===== config.mk =====
export PLATFORM = sky130hd
export DESIGN_NAME = run_end_detect
export DESIGN_NICKNAME = d
export VERILOG_FILES = /design/src/rtl/run_scan_checker_pkg.sv /design/src/rtl/run_scan_checker_end_detect.sv
export SDC_FILE = /design/constraint.sdc
export NUM_CORES = 1
export LEC_CHECK = 0
export ABC_AREA = 1
export CAP_MARGIN = 0
export CORE_AREA = 4 4 114 89
export CTS_CLUSTER_SIZE = 12
export DETAILED_ROUTE_END_ITERATION = 7
export DIE_AREA = 0 0 118 93
export PLACE_DENSITY = 0.56
export SLEW_MARGIN = 30
export SYNTH_ARGS = -nofsm -noshare
export SYNTH_HDL_FRONTEND = slang
export SYNTH_SLANG_ARGS = --single-unit

===== constraint.sdc =====
create_clock -name CLK -period 1.4 [get_ports CLK]
set_input_delay 0.28 -clock CLK [delete_from_list [all_inputs] [get_ports CLK]]
set_output_delay 0.28 -clock CLK [all_outputs]
set_load 0.03 [all_outputs]

===== src/rtl/run_scan_checker_pkg.sv =====
// Shared definitions for the run/scan result checker: FSM states, NOP encodings,
// end-reason codes and the compare payload.
package run_scan_checker_pkg;

  typedef enum logic [1:0] {
    ST_RUN    = 2'd0,
    ST_SCAN   = 2'd1,
    ST_DRAIN  = 2'd2,
    ST_REPORT = 2'd3
  } state_e;

  localparam logic [15:0] CNOP_ENC = 16'h0001;
  localparam logic [31:0] NOP_ENC  = 32'h0000_0013;

  localparam logic END_NOP  = 1'b0;
  localparam logic END_LOOP = 1'b1;

  typedef struct packed {
    logic [31:0] actual;
    logic [31:0] expected;
  } cmp_word_t;

  // Compressed C.NOP (low half) or canonical addi x0,x0,0.
  function automatic logic is_nop(input logic [31:0] inst);
    return (inst[15:0] == CNOP_ENC) || (inst == NOP_ENC);
  endfunction

endpackage


===== src/rtl/run_scan_checker_end_detect.sv =====
// run_end_detect: tracks NOP and repeated-instruction streaks while the core runs
// and flags the cycle in which either streak has reached its limit.
module run_end_detect
  import run_scan_checker_pkg::*;
#(
  parameter int unsigned NOP_LIMIT  = 8,
  parameter int unsigned LOOP_LIMIT = 50
) (
  input  logic        CLK,
  input  logic        nrst,
  input  logic        run_i,
  input  logic [31:0] inst_i,
  output logic        end_hit_o,
  output logic        end_reason_o
);

  localparam int unsigned NOP_W  = $clog2(NOP_LIMIT + 1);
  localparam int unsigned LOOP_W = $clog2(LOOP_LIMIT + 1);

  logic [31:0]       last_q, last_d;
  logic [NOP_W-1:0]  nop_q, nop_d;
  logic [LOOP_W-1:0] loop_q, loop_d;
  logic              end_hit_q, end_hit_d;
  logic              end_reason_q, end_reason_d;
  logic              nop_hit, loop_hit;

  // Streak update; counters saturate so they never wrap before the FSM reacts.
  always_comb begin
    last_d       = last_q;
    nop_d        = nop_q;
    loop_d       = loop_q;
    nop_hit      = 1'b0;
    loop_hit     = 1'b0;
    end_hit_d    = end_hit_q;
    end_reason_d = end_reason_q;
    if (run_i) begin
      if (is_nop(last_q) && is_nop(inst_i)) begin
        if (nop_q != NOP_W'(NOP_LIMIT))   nop_d  = nop_q + NOP_W'(1);
        if (loop_q != LOOP_W'(LOOP_LIMIT)) loop_d = loop_q + LOOP_W'(1);
      end else if (inst_i == last_q) begin
        if (loop_q != LOOP_W'(LOOP_LIMIT)) loop_d = loop_q + LOOP_W'(1);
      end else begin
        last_d = inst_i;
        nop_d  = '0;
        loop_d = '0;
      end
      nop_hit      = (nop_d == NOP_W'(NOP_LIMIT));
      loop_hit     = (loop_d == LOOP_W'(LOOP_LIMIT));
      end_hit_d    = nop_hit || loop_hit;
      end_reason_d = nop_hit ? END_NOP : END_LOOP;
    end
  end

  always_ff @(posedge CLK) begin
    if (!nrst) begin
      last_q       <= '0;
      nop_q        <= '0;
      loop_q       <= '0;
      end_hit_q    <= 1'b0;
      end_reason_q <= 1'b0;
    end else begin
      last_q       <= last_d;
      nop_q        <= nop_d;
      loop_q       <= loop_d;
      end_hit_q    <= end_hit_d;
      end_reason_q <= end_reason_d;
    end
  end

  assign end_hit_o    = end_hit_q;
  assign end_reason_o = end_reason_q;

endmodule


* Word level (Yosys, flattened, before mapping)
Index checks and enable logic that the tools add are counted.
** Storage, ports and cells
- Register bits after elaboration :: 44
- Output and inout port bits :: 2
- Word-level logic and storage cells :: 32
** Operators by class
- Add/subtract/negate cells :: 2
- Equality and inequality tests :: 9
- Muxes and demuxes :: 9
- Bitwise operators :: 2
- Reduce and logical (&&, ||, !) cells :: 5
** Operators with widths (count)
- equality test 32 x 5 -> 1 bit, second input constant :: 2
- equality test 16 x 1 -> 1 bit, second input constant :: 2
- equality test 32 bit :: 1
- 2-to-1 mux 6 bit :: 4
- 2-to-1 mux 4 bit :: 4
- adder 6 x 1 -> 6 bit, second input constant :: 1
- equality test 6 bit, second input constant :: 1
- != test 6 bit, second input constant :: 1
- adder 4 x 1 -> 4 bit, second input constant :: 1
- equality test 4 bit, second input constant :: 1
- != test 4 bit, second input constant :: 1
- logical OR 1 bit :: 3
- AND reduction 3 bit :: 1
- NOT 1 bit :: 2
- logical AND 1 bit :: 1
- 2-to-1 mux 1 bit :: 1

* Depth between registers and ports, before layout
Gate-level depths: netlist (run 1).
- Word-level depth :: 7
- Depth in mapped cells :: 16
- Mapped depth without buffers :: 16

* Least setup slack after synthesis (run 1)
OpenSTA, ideal clock, no wires.
- Path type :: reg2reg
- From :: reg last_q[12]
- To :: reg last_q[10]
- Data arrival time :: 1.409 ns
- Path slack :: -0.131 ns
- Stages on the path, launching flop included :: 11
- Path buffers :: 2
- Clock period less this slack :: 1.531 ns
- Cells stage by stage :: dfxtp_1 -> nor2_1 -> nand3_1 -> nor2_1 -> nand2_1 -> nor2_2 -> nand3_4 -> nand3_4 -> buf_6 -> buf_12 -> a21oi_2
** On the way
- Word-level cells in the longest chain between the ends :: 5
- Elaborated cells between the ends (all ways) :: 8
- Classes of those cells :: eq/ne (3); bitwise (2); reduce/logical (3)
** Ends and longest elaborated chain
- start: declaration :: line run_scan_checker_end_detect.sv:20 : logic [31:0] last_q, last_d;
- start signal: assignment :: line run_scan_checker_end_detect.sv:62 : last_q <= last_d;
- equality test 32 x 5 -> 1 bit / equality test 16 x 1 -> 1 bit (equally long branches) :: line run_scan_checker_pkg.sv:25 : return (inst[15:0] == CNOP_ENC) || (inst == NOP_ENC);
- logical OR 1 bit :: line run_scan_checker_pkg.sv:25
- logical AND 1 bit :: line run_scan_checker_end_detect.sv:37 : if (is_nop(last_q) && is_nop(inst_i)) begin
- NOT 1 bit (no line)
- AND reduction 3 bit (no line) (*)
Mark *: on every way between the ends. The rest lies on a longest branch, timed or not.
A chain may end at the register's enable or synchronous reset.

* Final worst setup path (run 1)
- From :: reg last_q[0]
- To :: reg end_hit_q (netlist: end_hit_o)
** On the way
- Word-level cells in the longest chain between the ends :: 7
- Elaborated cells between the ends (all ways) :: 14
- Classes of those cells :: eq/ne (5); mux (6); reduce/logical (3)
** Ends and longest elaborated chain
- equality test 32 x 5 -> 1 bit / equality test 16 x 1 -> 1 bit (equally long branches) :: line run_scan_checker_pkg.sv:25
- logical OR 1 bit :: line run_scan_checker_pkg.sv:25
- logical AND 1 bit :: line run_scan_checker_end_detect.sv:37
- 2-to-1 mux 6 bit / 2-to-1 mux 4 bit (equally long branches) :: line run_scan_checker_end_detect.sv:37
- 2-to-1 mux 6 bit / 2-to-1 mux 4 bit (equally long branches) :: line run_scan_checker_end_detect.sv:36 : if (run_i) begin
- equality test 6 bit / equality test 4 bit (equally long branches) :: line run_scan_checker_end_detect.sv:48, run_scan_checker_end_detect.sv:47
- logical OR 1 bit (*) :: line run_scan_checker_end_detect.sv:49 : end_hit_d = nop_hit || loop_hit;
- end signal: assignment :: line run_scan_checker_end_detect.sv:65 : end_hit_q <= end_hit_d;
- end: declaration :: line run_scan_checker_end_detect.sv:23 : logic end_hit_q, end_hit_d;
Mark *: on every way between the ends. The rest lies on a longest branch, timed or not. The select of a mux whose other input is x is not followed.

==> metrics.txt, run 1 <==
fin crit period 1.786 ns; most frequent cells in the layout nand2_1 (129), buf_4 (71), inv_1 (51), nor2_1 (47), a21oi_2 (32); flops & latches, synth 44; Iteration-0 DRC Markers 152; max-cap viol count 0; HPWL Detailed 6561 um; global-route wire length before repair 14960 um; outcome finished with violations; delay-heaviest family, CP simple AND/OR/NAND/NOR gates; CTS Buffer Depth 2; critical path class flip-flop to flip-flop; Final #Nets 653; crit end category flip-flop; CTS H-Tree Depth 2; Layout Utilization 53.74%; Via Count 3358; initial antenna violation count 0; Worst path depth 16; Bufs and invs on worst path 4; TritonRoute pass-1 iters 4; die area 10970 um^2; worst path cell trace inv_2 -> nand2_2 -> nand2_2 -> clkinv_2 -> nand2_2 -> nor2_1 -> nand2_1 -> nor2_4 -> buf_6 -> nand3_2 -> a21oi_2 -> nor2_1 -> nand2_1 -> nand3_2 -> nand2_1 -> inv_1; Syn Area/Cell 6.246 um^2; post-synth top area share 28.61%; Cell Pwr Density 779.8 nW/um^2; Placer Congestion 0.8055; Synth Instances 493; Max Freq approximately 560 MHz; clock latency on the worst-skew pair 0.29 ns; post-synthesis cell type count 28; Synth area leaders dfxtp_1 (29%), nand2_1 (19%), inv_1 (8.3%); Die Span Y 93 um; fin. max-slew vios 0; CTS Buf Count 5; vias in the first global route approximately 3200; flop2flop setup slack -0.39 ns; most common cell after layout, fill and taps aside nand2_1; fill count slightly below 900; Tot GR Track Use 16.73%; placed cell areas 4000 um^2; failing checks setup timing; met2 usage 28.22%; fin crit share 127.6%; post-route ant nets 0; worst r2r src last_q[0]; Yosys warnings 0; Least-Margin Pin Slew 0.3162 ns; post-route cell area 4801 um^2; met3 usage roughly 3.2%; worst reg-to-reg path cell count 16; FF-to-FF End end_hit_o; Synthesized Nets between 500 and 600; CTS Hold Bufs 0; Vias/cell 4.632; CP Launch Type flip-flop; Hold Crit Depth 3; RSZ-0062 raised after global routing yes; diode count 0; layout cells sized above 1 43.39%; initial core utilization 34.47%; slowest cell on the critical path dfxtp_4; Arr. time, crit path 1.98 ns; CP required roughly 1.6 ns; port bufs 36; I/O pin count 37; Layout area overhead 55.91%; Clock Skew 0.009805 ns; Seq/Total Area, Yosys 28.61%; DRC 0; Pleak 2.256 nW; WHS Endpoint last_q[30]; Worst VDD drop 0.4318 mV; Core Rows 30; Pwr Total 0.003744 W; Die X around 120 um; TritonCTS sink count 44; CTS tree yes; placed instance count 693; Hold Fails Final Rpt 0; Final Hold Slack 0.2979 ns; wire per inst 12.96 um; clock slew at reported path FFs 0.06 ns; total gr overflow 0; critical path fanouts, max 3; Core Area 8934 um^2; post-route non-filler standard cell count around 730; setup ws final -0.3865 ns; Synth area leader dfxtp_1; pin count of the biggest net entering global routing 24; met1 GRT Util 22.19%; Slew HR between 70 and 80%; min-delay src inst_i[30]; synthesized area 3079 um^2; Hold WC Path Type input port to flip-flop; Root Buffer clkbuf_16; global route hottest layer met2; CP peak stage delay approximately 0.37 ns; # setup viols final 44; final WL 9393 um
==> kinds of logic (layout without fill, tap and decap cells) <==
| logic type | count (synthesis) | count (layout) | synth area share, % |
|---|---|---|---|
| compound gates | 77 | 77 | 15.64 |
| xor+xnor | 22 | 22 | 6.257 |
| fa+ha+maj | 4 | 4 | 1.625 |
| buf+inv | 86 | 205 | 12.56 |
| flops | 44 | 44 | 28.61 |
| simple gates | 260 | 261 | 35.31 |
==> cell type report <==
class / count / area [um^2] / area share, %
Timing Repair Buffer: 125 / 1100 / 22.91
Clock buffer: 5 / 125.1 / 2.606
Tap cell: 112 / 140.1 / 2.919
Clock inverter: 1 / 30.03 / 0.6255
Multi-Input combinational cell: 364 / 2208 / 46.00
Sequential cell: 44 / 914.6 / 19.05
Inverter: 74 / 282.8 / 5.890
==> state kept, by name, summed over array words and instances, names as in the netlist <==
name / flops
end_hit_o: 1
last_q: 32
end_reason_o: 1
nop_q: 4
loop_q: 6
==> worst min-delay path: cells and delay by family <==
kind | cells | cell delay (ns)
buf+inv | 1 | 0.13
simple gates | 1 | 0.09
compound gates | 1 | 0.05
==> cell usage after synthesis <==
cell,n
buf_2,1
and3_1,2
inv_2,5
nand3_4,2
buf_12,2
nand3_1,21
xnor2_1,11
dfxtp_1,44
a21oi_1,19
nand2_1,157
clkbuf_1,5
nand4_1,5
a21oi_2,25
o21ai_0,17
xor2_1,11
or2_2,1
nor2_1,58
nor3_1,3
buf_6,4
nor3_2,1
o21ai_1,15
nor2_2,4
inv_1,68
clkinv_1,1
nand2_2,4
nand3b_1,2
a211oi_1,1
ha_1,4
==> layer usage <==
metal / part of all wire, % / vias up
li1: - / 1776
met1: 48 / 1510
met2: 47 / 59
met3: 3.7 / 13
met4: 1.5 / 0
met5: 0 / -
==> worst max-delay path by stage <==
stage / start / endpoint / slack [ns]
after floorplan: last_q[3] / last_q[10] / -0.09
after CTS: last_q[28] / nop_q[2] / -0.33
final: last_q[0] / end_hit_o / -0.39
after global placement: inst_i[4] / end_hit_o / -0.78
after global routing: last_q[12] / last_q[6] / -0.50
after detailed placement: inst_i[4] / end_hit_o / -0.82
==> where the power goes <==
| group | switching [W] | internal, W | total [W] | leakage, nW |
|---|---|---|---|---|
| Sequential | 0.0000765 | 0.00134 | 0.00141 | 0.372 |
| Clock | 0.000499 | 0.000823 | 0.00132 | 0.0757 |
| Combinational | 0.000529 | 0.000479 | 0.00101 | 1.81 |
==> metrics by stage <==
step / setup WS (ns) / TNS, ns
2_1_floorplan: -0.08586 / -1.809
3_3_place_gp: -0.7814 / -30.58
3_5_place_dp: -0.8208 / -33.23
4_1_cts: -0.3336 / -11.80
5_1_grt: -0.4961 / -17.82
6_report: -0.3865 / -13.17
==> repair_timing <==
| item | 4_1_cts | 5_1_grt |
|---|---|---|
| buffers inserted | 20 | 6 |
| pin swaps | 45 | 25 |
| endpoints found under the setup margin | 46 | 44 |
| gates cloned | 3 | 0 |
| gates resized for setup | 138 | 69 |
No activity file was read; power rests on OpenSTA's default activity.
==> run 2, diff against run 1 <==
--- a/config.mk
+++ b/config.mk
@@ -7,11 +7,13 @@
 export LEC_CHECK = 0
 export ABC_AREA = 1
 export CAP_MARGIN = 0
-export CORE_AREA = 4 4 114 89
+export CORE_AREA = 4 4 127 98
 export CTS_CLUSTER_SIZE = 12
 export DETAILED_ROUTE_END_ITERATION = 7
-export DIE_AREA = 0 0 118 93
-export PLACE_DENSITY = 0.56
+export DIE_AREA = 0 0 131 102
+export PLACE_DENSITY = 0.48
+export REMOVE_ABC_BUFFERS = 1
+export SKIP_LAST_GASP = 1
 export SLEW_MARGIN = 30
 export SYNTH_ARGS = -nofsm -noshare
 export SYNTH_HDL_FRONTEND = slang
==> run 2 against run 1 <==
  * The run still ends with setup timing left
  * Flip-flop and latch count unchanged
  * Combinational power down 9%
  * Die area up 22%
  * Non-clock buffer count down 6
  * Via count down 2.1%
==> metrics.txt, run 2 (synthesized netlist as in run 1, its figures left out) <==
TritonCTS sink count 44 (unchanged); clock slew at reported path FFs 0.06 ns (about the same); Layout area overhead 47.46%; Setup TNS -12.52 ns (+0.6437 ns); Hold Fails Final Rpt 0 (unchanged); most common cell after layout, fill and taps aside nand2_1; max-cap viol count 0 (unchanged); fin crit share 126.2% (-1.4 points); min-delay src inst_i[17]; post-route cell area 4541 um^2 (-5.4%); port bufs 36 (unchanged); worst r2r src last_q[27]; setup ws final -0.3673 ns (+0.01910 ns); Max Freq 565.8 MHz (+1.1%); HPWL Detailed 7028 um (+7.1%); Top Registers last_q x32, loop_q x6, nop_q x4; placed cell areas 4029 um^2 (+0.72%); initial antenna violation count 0 (unchanged); sequential power share 38.6% (+0.8 points); global-route wire length before repair 15660 um (+4.7%); Arr. time, crit path 1.95 ns (-0.03 ns); CP required 1.58 ns (about the same); CTS Buffer Depth 2 (unchanged); wire per inst 12.61 um (-2.6%); area of the multi-input gates 1988 um^2 (-10%); layout cells sized above 1 36.63% (-6.8 points); vias in the first global route 3144 (-1.6%); Pwr Total 0.003658 W (-2.3%); outcome finished with violations; flop2flop setup slack -0.37 ns (+0.02 ns); total gr overflow 0 (unchanged); Clock Skew 0.005040 ns (-0.004765 ns); # setup viols final 44 (unchanged); Clk network pwr share 36.2% (+0.9 points); Placer Congestion 0.8306 (+3.1%); Iteration-0 DRC Markers 138 (-9.2%); fin crit period 1.767 ns (-0.01910 ns); CTS Buf Count 5 (unchanged); WHS Endpoint last_q[17]; critical path class flip-flop to flip-flop; Largest Register last_q; Core Area 11360 um^2 (+27%); fill count 1210 (+40%); Root Buffer clkbuf_16; fin. max-slew vios 0 (unchanged); die area 13360 um^2 (+22%); Hold Crit Depth 3 (unchanged); CTS tree yes; Int Pwr 0.002596 W (-1.7%); clock latency on the worst-skew pair 0.29 ns (about the same); worst reg-to-reg path cell count 11 (-5); post-route ant nets 0 (unchanged); Die Span Y 102 um (+9.7%); Sw Share 29.04% (-0.47 points); Cell Pwr Density 805.5 nW/um^2 (+3.3%); Via Count 3288 (-2.1%); diode count 0 (unchanged); most frequent cells in the layout nand2_1 (136), buf_4 (72), inv_1 (52), nor2_1 (46), dlygate4sd2_1 (30); pin count of the biggest net entering global routing 20 (-17%); FF-to-FF End last_q[15]; CP Launch Type flip-flop; Least-Margin Pin Slew 0.4081 ns (+0.09191 ns); Pleak 2.135 nW (-5.4%); CTS H-Tree Depth 2 (unchanged); TritonRoute pass-1 iters 4 (unchanged); Final #Nets 646 (-1.1%); Vias/cell 4.384 (-5.3%); Slew HR 72.76% (-6.1 points); initial core utilization 27.11% (-7.4 points); sequential cell area 912.1 um^2 (-0.27%); max FFs per register 32 (unchanged); critical path fanouts, max 6 (+3); Core Rows 34 (+13%); DRC 0 (unchanged); Layout Utilization 39.98% (-14 points); Psw 0.001062 W (-3.9%); crit end category flip-flop; RSZ-0062 raised after global routing yes; failing checks setup timing; final WL 9460 um (+0.71%); I/O pin count 37 (unchanged); Tot GR Track Use 14.76% (-2.0 points); Comb pwr share 25.2% (-1.7 points); Die X 131 um (+11%); Hold WC Path Type input port to flip-flop; Worst VDD drop 0.5081 mV (+18%)
run 2: power by group through the flow:
stage	sequential (W)	clock, W	combinational (W)
4_1_cts	0.00141	0.00137	0.000895
5_1_grt	0.00142	0.00143	0.00103
3_3_place_gp	0.00142	0	0.000831
3_5_place_dp	0.00142	0	0.000840
2_1_floorplan	0.00141	0	0.000409
6_report	0.00141	0.00132	0.000922
run 2: final cells by class:
class	count	area share [%]
Multi-Input combinational cell	363	43.79
Timing Repair Buffer	119	22.62
Sequential cell	44	20.09
Inverter	74	6.117
Tap cell	144	3.968
Clock buffer	5	2.756
Clock inverter	1	0.6613
run 2: worst max path at each step:
stage | from | endpoint | slack, ns
2_1_floorplan | last_q[12] | last_q[16] | -0.54
3_3_place_gp | inst_i[3] | end_hit_o | -0.86
3_5_place_dp | inst_i[3] | last_q[27] | -0.88
4_1_cts | last_q[9] | last_q[7] | -0.31
5_1_grt | last_q[4] | last_q[19] | -0.48
6_report | last_q[27] | last_q[15] | -0.37
run 2: timing repair:
action / 4_1_cts / 5_1_grt
resized for setup: 111 / 42
pin swaps: 35 / 29
setup buffers: 19 / 0
hold buffers: 0 / 0
endpoints found under the setup margin: 46 / 44
cloned: 1 / 0
hold endpoints to repair: 0 / 0
run 2: routing by layer:
| metal | GRT usage (%) | share of wire (%) | vias up |
|---|---|---|---|
| met4 | 3.162 | 1.1 | 0 |
| met2 | 22.35 | 43 | 35 |
| li1 | - | - | 1751 |
| met5 | 0 | 0 | - |
| met1 | 22.11 | 53 | 1493 |
| met3 | 2.194 | 2.8 | 9 |
run 2: per-stage QoR:
step,std cells,setup WS [ns],hold slack (ns)
finish,750,-0.3673,0.3365
global route,750,-0.4780,0.3615
CTS,750,-0.3105,0.4259
detailed placement,725,-0.8752,0.4859
global placement,725,-0.8554,0.4778
floorplan,481,-0.5414,0.3735
run 2: worst max-delay path, stage by stage, from the launching register on:
cell and delay, ns:
dfxtp_2 0.34, xnor2_1 0.14, nand2_1 0.14, nor2_1 0.11
nand2_1 0.11, nor2_4 0.16, nand2_2 0.11, nand3_4 0.13
buf_12 0.15, buf_8 0.13, buf_6 0.09, a21oi_2 0.04
==> run 3, diff against run 2 <==
--- a/config.mk
+++ b/config.mk
@@ -7,11 +7,11 @@
 export LEC_CHECK = 0
 export ABC_AREA = 1
 export CAP_MARGIN = 0
-export CORE_AREA = 4 4 127 98
+export CORE_AREA = 4 4 95 75
 export CTS_CLUSTER_SIZE = 12
 export DETAILED_ROUTE_END_ITERATION = 7
-export DIE_AREA = 0 0 131 102
-export PLACE_DENSITY = 0.48
+export DIE_AREA = 0 0 99 79
+export PLACE_DENSITY = 0.76
 export REMOVE_ABC_BUFFERS = 1
 export SKIP_LAST_GASP = 1
 export SLEW_MARGIN = 30
==> run 3 against run 2 <==
  * The flow still finishes with violations (setup timing)
  * Power fell by 8.5%
  * Largest power group unchanged
  * Fmax fell by 4.6%
  * Global-route usage rose by 6.6 points
  * Worst setup slack got worse by 0.084 ns
  * Clock power fell by 23%
  * Highest routed layer unchanged
  * Critical path type unchanged
  * Critical path depth rose by 2
==> metrics.txt, run 3 (synthesized netlist as in run 1, its figures left out) <==
outcome finished with violations; failing checks setup timing; Hold WC Path Type input port to flip-flop; Pleak 2.062 nW (-3.4%); Top Registers last_q x32, loop_q x6, nop_q x4; post-route cell area 4362 um^2 (-3.9%); CP required 1.64 ns (+0.06 ns); worst r2r src last_q[7]; DRC 0 (unchanged); CTS Buf Count 5 (unchanged); Core Rows 25 (-26%); Root Buffer clkbuf_8; fill count 473 (-61%); fin crit share 132.3% (+6.0 points); final WL 9426 um (-0.36%); DP Worst Slack -0.8075 ns (+0.06768 ns); flop2flop setup slack -0.45 ns (-0.08 ns); Hold Fails Final Rpt 0 (unchanged); clock latency on the worst-skew pair 0.31 ns (+0.02 ns); Arr. time, crit path 2.10 ns (+0.15 ns); total gr overflow 0 (unchanged); global-route wire length before repair 13610 um (-13%); setup ws final -0.4516 ns (-0.08428 ns); Die X 99 um (-24%); Final #Nets 635 (-1.7%); Slew HR 77.09% (+4.3 points); # setup viols final 44 (unchanged); pin count of the biggest net entering global routing 21 (+5.0%); wire per inst 13.90 um (+10%); Worst VDD drop 0.4308 mV (-15%); Layout Utilization 70.78% (+31 points); HPWL Detailed 6043 um (-14%); TritonRoute pass-1 iters 6 (+2); Least-Margin Pin Slew 0.3432 ns (-0.06494 ns); I/O pin count 37 (unchanged); FF-to-FF End last_q[15]; Via Count 3506 (+6.6%); RSZ-0062 raised after global routing yes; CTS H-Tree Depth 2 (unchanged); most frequent cells in the layout nand2_1 (139), buf_4 (61), inv_1 (54), nor2_1 (54), dlygate4sd2_1 (33); Clock Skew 0.008284 ns (+0.003243 ns); placed instance count 656 (-9.5%); fin. max-slew vios 0 (unchanged); max-cap viol count 0 (unchanged); CTS tree yes; crit end category flip-flop; min-delay src inst_i[27]; Iteration-0 DRC Markers 236 (+71%); layout cells sized above 1 33.50% (-3.1 points); worst reg-to-reg path cell count 13 (+2); die area 7821 um^2 (-41%); placed cell areas 3905 um^2 (-3.1%); Vias/cell 5.171 (+18%); critical path class flip-flop to flip-flop; diode count 0 (unchanged); CTS Buffer Depth 2 (unchanged); Layout area overhead 41.65%; vias in the first global route 3087 (-1.8%); Cell Pwr Density 767.1 nW/um^2 (-4.8%); Die Span Y 79 um (-23%); Max Freq 540.1 MHz (-4.6%); fin crit period 1.852 ns (+0.08428 ns); Core Area 6162 um^2 (-46%); WHS Endpoint last_q[27]; initial core utilization 49.97% (+23 points); Tot GR Track Use 21.37% (+6.6 points); Placer Congestion 0.8455 (+1.8%); max FFs per register 32 (unchanged); port bufs 36 (unchanged); initial antenna violation count 0 (unchanged); CP Launch Type flip-flop; post-route ant nets 0 (unchanged); post-route non-filler standard cell count 678 (-9.6%); CTS Hold Bufs 0 (unchanged); Largest Register last_q; clock slew at reported path FFs 0.09 ns (+0.03 ns); Hold Crit Depth 3 (unchanged); Setup TNS -15.66 ns (-3.133 ns); critical path fanouts, max 5 (-1); TritonCTS sink count 44 (unchanged); most common cell after layout, fill and taps aside nand2_1
[run 3: cell count changes in the layout (fill, tap and decap cells not counted), moves of 4 or more]
cell      previous run  this run
buf_4               72        61
clkbuf_8             0         5
dfxtp_1             19        23
dfxtp_2             25        21
nor2_1              46        54
nor2_2              13         4
o21ai_1             18        13
[run 3: how the worst max path moves through the flow]
| stage | startpoint | to | slack [ns] | cells past startpoint |
|---|---|---|---|---|
| global placement | inst_i[4] | end_hit_o | -0.75 | 14 |
| CTS | last_q[28] | last_q[16] | -0.33 | 13 |
| global route | last_q[7] | end_hit_o | -0.56 | 15 |
| floorplan | last_q[12] | last_q[16] | -0.54 | 10 |
| finish | last_q[7] | last_q[15] | -0.45 | 13 |
| detailed placement | inst_i[5] | end_hit_o | -0.81 | 16 |
[run 3: layout make-up]
cell class                      count  area [um^2]  share of cell area [%]
Clock buffer                        5        68.82                   1.578
Clock inverter                      3        42.54                  0.9753
Inverter                           74        281.5                   6.454
Multi-Input combinational cell    363         1997                   45.78
Sequential cell                    44        907.1                   20.80
Tap cell                           81        101.3                   2.324
Timing Repair Buffer              108        963.4                   22.09
[run 3: power by group]
group | switching (W) | total, W | internal [W]
Sequential | 0.0000763 | 0.00141 | 0.00134
Combinational | 0.000501 | 0.000919 | 0.000418
Clock | 0.000486 | 0.00102 | 0.000529
[run 3: through the flow]
step / hold slack, ns / power, W
after global routing: 0.4075 / 0.003511
after floorplan: 0.3735 / 0.001822
after detailed placement: 0.4756 / 0.002225
final: 0.4004 / 0.003346
after global placement: 0.4619 / 0.002204
after CTS: 0.3985 / 0.003222
[run 3: repair_timing]
action / 4_1_cts / 5_1_grt
pin swaps: 26 / 29
gates cloned: 0 / 3
resized for setup: 78 / 54
buffers inserted: 4 / 7
endpoints found under the setup margin: 46 / 45
[run 3: worst max-delay path, cell delays in order, from the launching register on]
cell and delay [ns]:
dfxtp_2 0.35, inv_1 0.11, nand2_1 0.10, nand2_1 0.09, nand2_1 0.07, nor2_1 0.09
nand2_1 0.09, nor2_4 0.13, nand2_2 0.10, nand3_4 0.17, buf_12 0.15, clkbuf_16 0.15
o21ai_2 0.06, a21oi_2 0.12
[run 3: metal layers]
| metal | wire length, um | GRT usage (%) | vias to the layer above | part of all wire (%) |
|---|---|---|---|---|
| met4 | 229 | 5.321 | 0 | 2.4 |
| met5 | 0 | 0 | - | 0 |
| met3 | 763 | 5.180 | 26 | 8.1 |
| met2 | 4330 | 34.79 | 137 | 46 |
| met1 | 4102 | 28.49 | 1599 | 44 |
| li1 | - | - | 1744 | - |
